[src/rtl/mem_port_arbiter.sv]
// mem_port_arbiter: shares one bridge request port between ICache and DCache miss ports
module mem_port_arbiter #(
  parameter int ADDR_WIDTH = 32,
  parameter int DATA_WIDTH = 32,
  parameter int ARB_MODE = 0,
  parameter int CNT_WIDTH = 32
) (
  input  logic                    clk,
  input  logic                    reset,
  input  logic                    flush,
  input  logic                    inst_ce,
  input  logic                    inst_we,
  input  logic [ADDR_WIDTH-1:0]   inst_addr,
  input  logic [DATA_WIDTH-1:0]   inst_wdata,
  input  logic [DATA_WIDTH/8-1:0] inst_wmask,
  output logic [DATA_WIDTH-1:0]   inst_rdata,
  output logic                    inst_rdata_valid,
  output logic                    inst_write_finish,
  input  logic                    data_ce,
  input  logic                    data_we,
  input  logic [ADDR_WIDTH-1:0]   data_addr,
  input  logic [DATA_WIDTH-1:0]   data_wdata,
  input  logic [DATA_WIDTH/8-1:0] data_wmask,
  output logic [DATA_WIDTH-1:0]   data_rdata,
  output logic                    data_rdata_valid,
  output logic                    data_write_finish,
  output logic                    mem_ce,
  output logic                    mem_we,
  output logic [ADDR_WIDTH-1:0]   mem_addr,
  output logic [DATA_WIDTH-1:0]   mem_wdata,
  output logic [DATA_WIDTH/8-1:0] mem_wmask,
  input  logic [DATA_WIDTH-1:0]   mem_rdata,
  input  logic                    mem_rdata_valid,
  input  logic                    mem_write_finish,
  output logic [CNT_WIDTH-1:0]    grant_cnt_inst,
  output logic [CNT_WIDTH-1:0]    grant_cnt_data
);
  typedef enum logic [1:0] {IDLE, INST_BUSY, DATA_BUSY, INST_DRAIN} state_t;
  state_t state, state_nx;
  logic lat_we, last_data, pick_data, pick_inst, busy, done;
  logic [ADDR_WIDTH-1:0] lat_addr;
  logic [DATA_WIDTH-1:0] lat_wdata;
  logic [DATA_WIDTH/8-1:0] lat_wmask;
  // arbitration, completion detection and next state
  always_comb begin
    pick_data = (ARB_MODE == 0) ? data_ce : data_ce && (!inst_ce || !last_data);
    pick_inst = inst_ce && !pick_data;
    busy = state != IDLE;
    done = busy && (lat_we ? mem_write_finish : mem_rdata_valid);
    state_nx = !busy ? (pick_data ? DATA_BUSY : pick_inst ? INST_BUSY : IDLE) :
               done ? IDLE :
               (state == INST_BUSY && !lat_we && flush) ? INST_DRAIN : state;
  end
  // request port driven from the latched copy only while a transaction is open
  always_comb begin
    mem_ce = busy;
    mem_we = busy && lat_we;
    mem_addr = busy ? lat_addr : '0;
    mem_wdata = busy ? lat_wdata : '0;
    mem_wmask = busy ? lat_wmask : '0;
    inst_rdata = mem_rdata;
    data_rdata = mem_rdata;
    inst_rdata_valid = state == INST_BUSY && !lat_we && mem_rdata_valid && !flush;
    inst_write_finish = state == INST_BUSY && lat_we && mem_write_finish;
    data_rdata_valid = state == DATA_BUSY && !lat_we && mem_rdata_valid;
    data_write_finish = state == DATA_BUSY && lat_we && mem_write_finish;
  end
  // state, request latch, last winner and grant counters
  always_ff @(posedge clk) begin
    if (reset) begin
      state <= IDLE;
      lat_we <= 1'b0;
      lat_addr <= '0;
      lat_wdata <= '0;
      lat_wmask <= '0;
      last_data <= 1'b0;
      grant_cnt_inst <= '0;
      grant_cnt_data <= '0;
    end else begin
      state <= state_nx;
      if (!busy && (pick_data || pick_inst)) begin
        lat_we <= pick_data ? data_we : inst_we;
        lat_addr <= pick_data ? data_addr : inst_addr;
        lat_wdata <= pick_data ? data_wdata : inst_wdata;
        lat_wmask <= pick_data ? data_wmask : inst_wmask;
        last_data <= pick_data;
      end
      if (!busy && pick_inst) grant_cnt_inst <= grant_cnt_inst + CNT_WIDTH'(1);
      if (!busy && pick_data) grant_cnt_data <= grant_cnt_data + CNT_WIDTH'(1);
    end
  end
endmodule

[config.mk]
export PLATFORM = sky130hd
export DESIGN_NAME = mem_port_arbiter
export DESIGN_NICKNAME = d
export VERILOG_FILES = /design/src/rtl/mem_port_arbiter.sv
export SDC_FILE = /design/constraint.sdc
export NUM_CORES = 1
export LEC_CHECK = 0
export ABC_AREA = 1
export CAP_MARGIN = 10
export CORE_ASPECT_RATIO = 0.5
export CORE_MARGIN = 3
export CORE_UTILIZATION = 45
export CTS_BUF_LIST = sky130_fd_sc_hd__clkbuf_2 sky130_fd_sc_hd__clkbuf_4 sky130_fd_sc_hd__clkbuf_8
export CTS_CLUSTER_DIAMETER = 40
export CTS_CLUSTER_SIZE = 30
export DETAILED_ROUTE_END_ITERATION = 7
export PLACE_DENSITY_LB_ADDON = 0.3
export SYNTH_ARGS = -nofsm -noshare
export SYNTH_HDL_FRONTEND = slang
export SYNTH_SLANG_ARGS = --single-unit
export TNS_END_PERCENT = 20
[constraint.sdc]
create_clock -name clk -period 3.1 [get_ports clk]
set_input_delay 0.62 -clock clk [delete_from_list [all_inputs] [get_ports clk]]
set_output_delay 0.62 -clock clk [all_outputs]
set_load 0.02 [all_outputs]
==> impl_metrics.py <==
metrics = {
    "floorplan": {
        "initial_core_util": 0.474,
        "chipWidth_um": 189,
        "io_pins": 379,
        "coreArea_um2": 15900,
        "rows": 32,
        "fp.dieArea_um2": 18400,
        "die-height_um": 97.5,
    },
    "outcome": {
        "status": "finished clean",
    },
    "layout": {
        "areaGrowthSynthToFinish_pct": 38.6,
        "fin_nets": 1544,
        "design_area_um2": 10400,
        "drive_gt1_frac": 0.0508,
        "diodes": 0,
    },
    "place": {
        "post_dp_cell_area_um2": 10000,
        "dp_hpwl_mm": 17.4,
        "port_buffers": 282,
        "gp_congestion": 0.915,
    },
    "timing": {
        "setup_viol": 0,
        "clock_skew_ns": 0.0157,
        "finalWorstPathRequiredPeriod_ns": 2.64,
        "finalCritPeriodShare": 0.851,
        "clock.fmax_mhz": 379,
        "rsz0062_at_grt": "no",
        "worstMarginPinSlew_ns": 0.717,
        "drv_slew": 0,
        "setup_tns_ns": 0,
        "slew_headroom": 0.522,
        "hold_viol": 0,
    },
    "global_route": {
        "grt_pass1_wl_mm": 37.3,
        "overflow": 0,
        "grt_pass1_vias": 7496,
        "track_usage": 0.246,
        "antenna_found_initial": 1,
        "grt_max_degree": 69,
    },
    "route": {
        "vias": 8037,
        "drcViolationCount": 0,
        "via_per_inst": 5.03,
        "first_iter_violations": 466,
        "wire_per_inst_um": 14.6,
        "postRouteWirelength_mm": 23.4,
        "drtPass1Iterations": 5,
        "ant_nets": 0,
    },
    "setup_path": {
        "cp_slowest_stage_delay_ns": 0.59,
        "critPathRequiredTime_ns": 2.48,
        "crit_chain": "nor2_4, buf_4, nor2_1, clkdlybuf4s50_1",
        "crit_path_max_fanout": 45,
        "cp_top_family": "buffers and inverters",
        "critical_path_class": "flop to output pin",
        "rr_startpoint": "state[1]$_SDFFE_PP0P_",
        "r2r_cells": 7,
        "crit_start": "state[1]$_SDFFE_PP0P_",
        "cp-start-kind": "flop",
        "cp.arrival_ns": 2.02,
        "crit_slowest_cell": "clkdlybuf4s50_1",
        "crit_buf_inv": 2,
        "critical_path_depth": 4,
        "critPathCaptureType": "output pin",
    },
    "synthesis": {
        "ys_warn_count": 0,
        "synth_top_area_cell": "dfxtp_1",
        "synthesis.nets": 1351,
        "synth_area_leaders": "dfxtp_1, nand2_1, nor2_1, inv_1, buf_4",
        "synthFlopType": "dfxtp_1",
        "synth_edf_count": 0,
        "syn_area_um2": 7530,
        "syn_area_per_cell_um2": 6.42,
        "synth_cells": 1172,
        "ys_seq_area_frac": 0.359,
        "synth-seq-cells": 135,
        "yosysUniqueCellTypes": 32,
        "async_reset_ff_frac": 0,
        "synth.top_cell.area_share": 0.359,
    },
    "flow_run": {
        "maxCapViolCount": 0,
    },
    "clock_tree": {
        "clk_latency_ns": 0.44,
        "cts_made_buffers": 17,
        "htree_levels": 4,
        "clk_path_buf_depth": 2,
        "post_cts_buffers": 0,
        "clk_pin_slew_ns": 0.08,
        "hold_buffers": 0,
        "cts_tree": "yes",
        "clock-sinks": 135,
        "cts-resized-gates": 0,
        "cts_root_buf": "clkbuf_8",
    },
    "min_path": {
        "min_path_type": "flop to flop",
        "hold_start": "grant_cnt_data[13]$_SDFFE_PP0P_",
        "whs_path_depth": 2,
    },
    "pwr": {
        "p_per_area_nw_per_um2": 475,
        "peakVddDrop_uv": 288,
        "p_leak_nw": 4.02,
        "total_power_mw": 4.96,
    },
}
power breakdown:
part | leakage (nW) | switching, mW | internal (mW)
combinational | 2.71 | 0.774 | 0.601
clock | 0.212 | 0.719 | 0.845
sequential | 1.11 | 0.102 | 1.92
total | 4.02 | 1.59 | 3.36
cells in the final DEF (no fill, tap or decap), types with 10 or more instances in the layout:
cell type	netlist	layout
nand2_1	279	279
clkbuf_8	0	19
dfxtp_1	135	135
clkdlybuf4s50_1	0	281
o21ai_0	42	42
o21ai_1	46	46
nand4_1	16	16
a31oi_1	71	71
nor2_1	181	181
nor3_1	10	10
nand3_1	53	53
a21oi_1	33	33
inv_1	145	144
registers in the layout, summed over array words and instances (netlist names):
signal,flops
lat_wdata,32
lat_we,1
grant_cnt_inst,32
lat_addr,32
lat_wmask,4
grant_cnt_data,32
state,2
logic make-up after synthesis:
logic type | count (synthesis) | synth area share
buffers and inverters | 265 | 0.171
flip-flops | 135 | 0.359
AO/OA/AOI/OAI | 198 | 0.145
adder cells (fa/ha/maj) | 2 | 0.00332
XOR/XNOR | 6 | 0.00698
AND/OR/NAND/NOR | 566 | 0.314
cell type report:
cell class                      instances  area (um^2)
Fill cell                            1378         5460
Multi-Input combinational cell        772         3540
Timing Repair Buffer                  291         2940
Sequential cell                       135         2700
Inverter                              148          563
Tap cell                              221          277
Clock buffer                           20          269
Clock inverter                         12          151
per-stage QoR:
| stage | worst slack (ns) | hold slack (ns) | utilization | cells |
|---|---|---|---|---|
| after global placement | 0.488 | 0.473 | 0.630 | 1567 |
| final | 0.461 | 0.490 | 0.656 | 1599 |
| after detailed placement | 0.503 | 0.479 | 0.630 | 1567 |
| after floorplan | 1.30 | 0.494 | - | 1172 |
| after CTS | 0.420 | 0.494 | 0.656 | 1599 |
| after global routing | 0.326 | 0.513 | 0.656 | 1599 |
worst paths after layout:
path | to | slack (ns)
max reg2reg | lat_wdata[12]$_SDFFE_PP0P_ | 0.97
max | mem_wdata[7] | 0.46
min reg2reg | grant_cnt_data[13]$_SDFFE_PP0P_ | 0.49
min | grant_cnt_data[13]$_SDFFE_PP0P_ | 0.49
layer usage:
layer / routed length (um) / vias up / share of wire / GRT usage
met5: 13 / - / 0.00056 / 0
li1: - / 4055 / - / -
met4: 609 / 2 / 0.026 / 0.0903
met2: 11800 / 287 / 0.50 / 0.439
met1: 9590 / 3641 / 0.41 / 0.291
met3: 1350 / 52 / 0.058 / 0.0515
cell usage after synthesis, types with 10 or more instances:
| master | count |
|---|---|
| buf_2 | 17 |
| o21ai_1 | 46 |
| nor3_1 | 10 |
| a21oi_1 | 33 |
| buf_4 | 65 |
| a31oi_1 | 71 |
| nand3_1 | 53 |
| clkbuf_1 | 29 |
| nand4_1 | 16 |
| nand2_1 | 279 |
| dfxtp_1 | 135 |
| nor2_1 | 181 |
| o21ai_0 | 42 |
| inv_1 | 145 |
worst min-delay path, stage by stage (launching register included):
cell	delay (ns)
dfxtp_1	0.35
inv_1	0.06
a21oi_1	0.05
No activity file was read; power rests on OpenSTA's default activity.
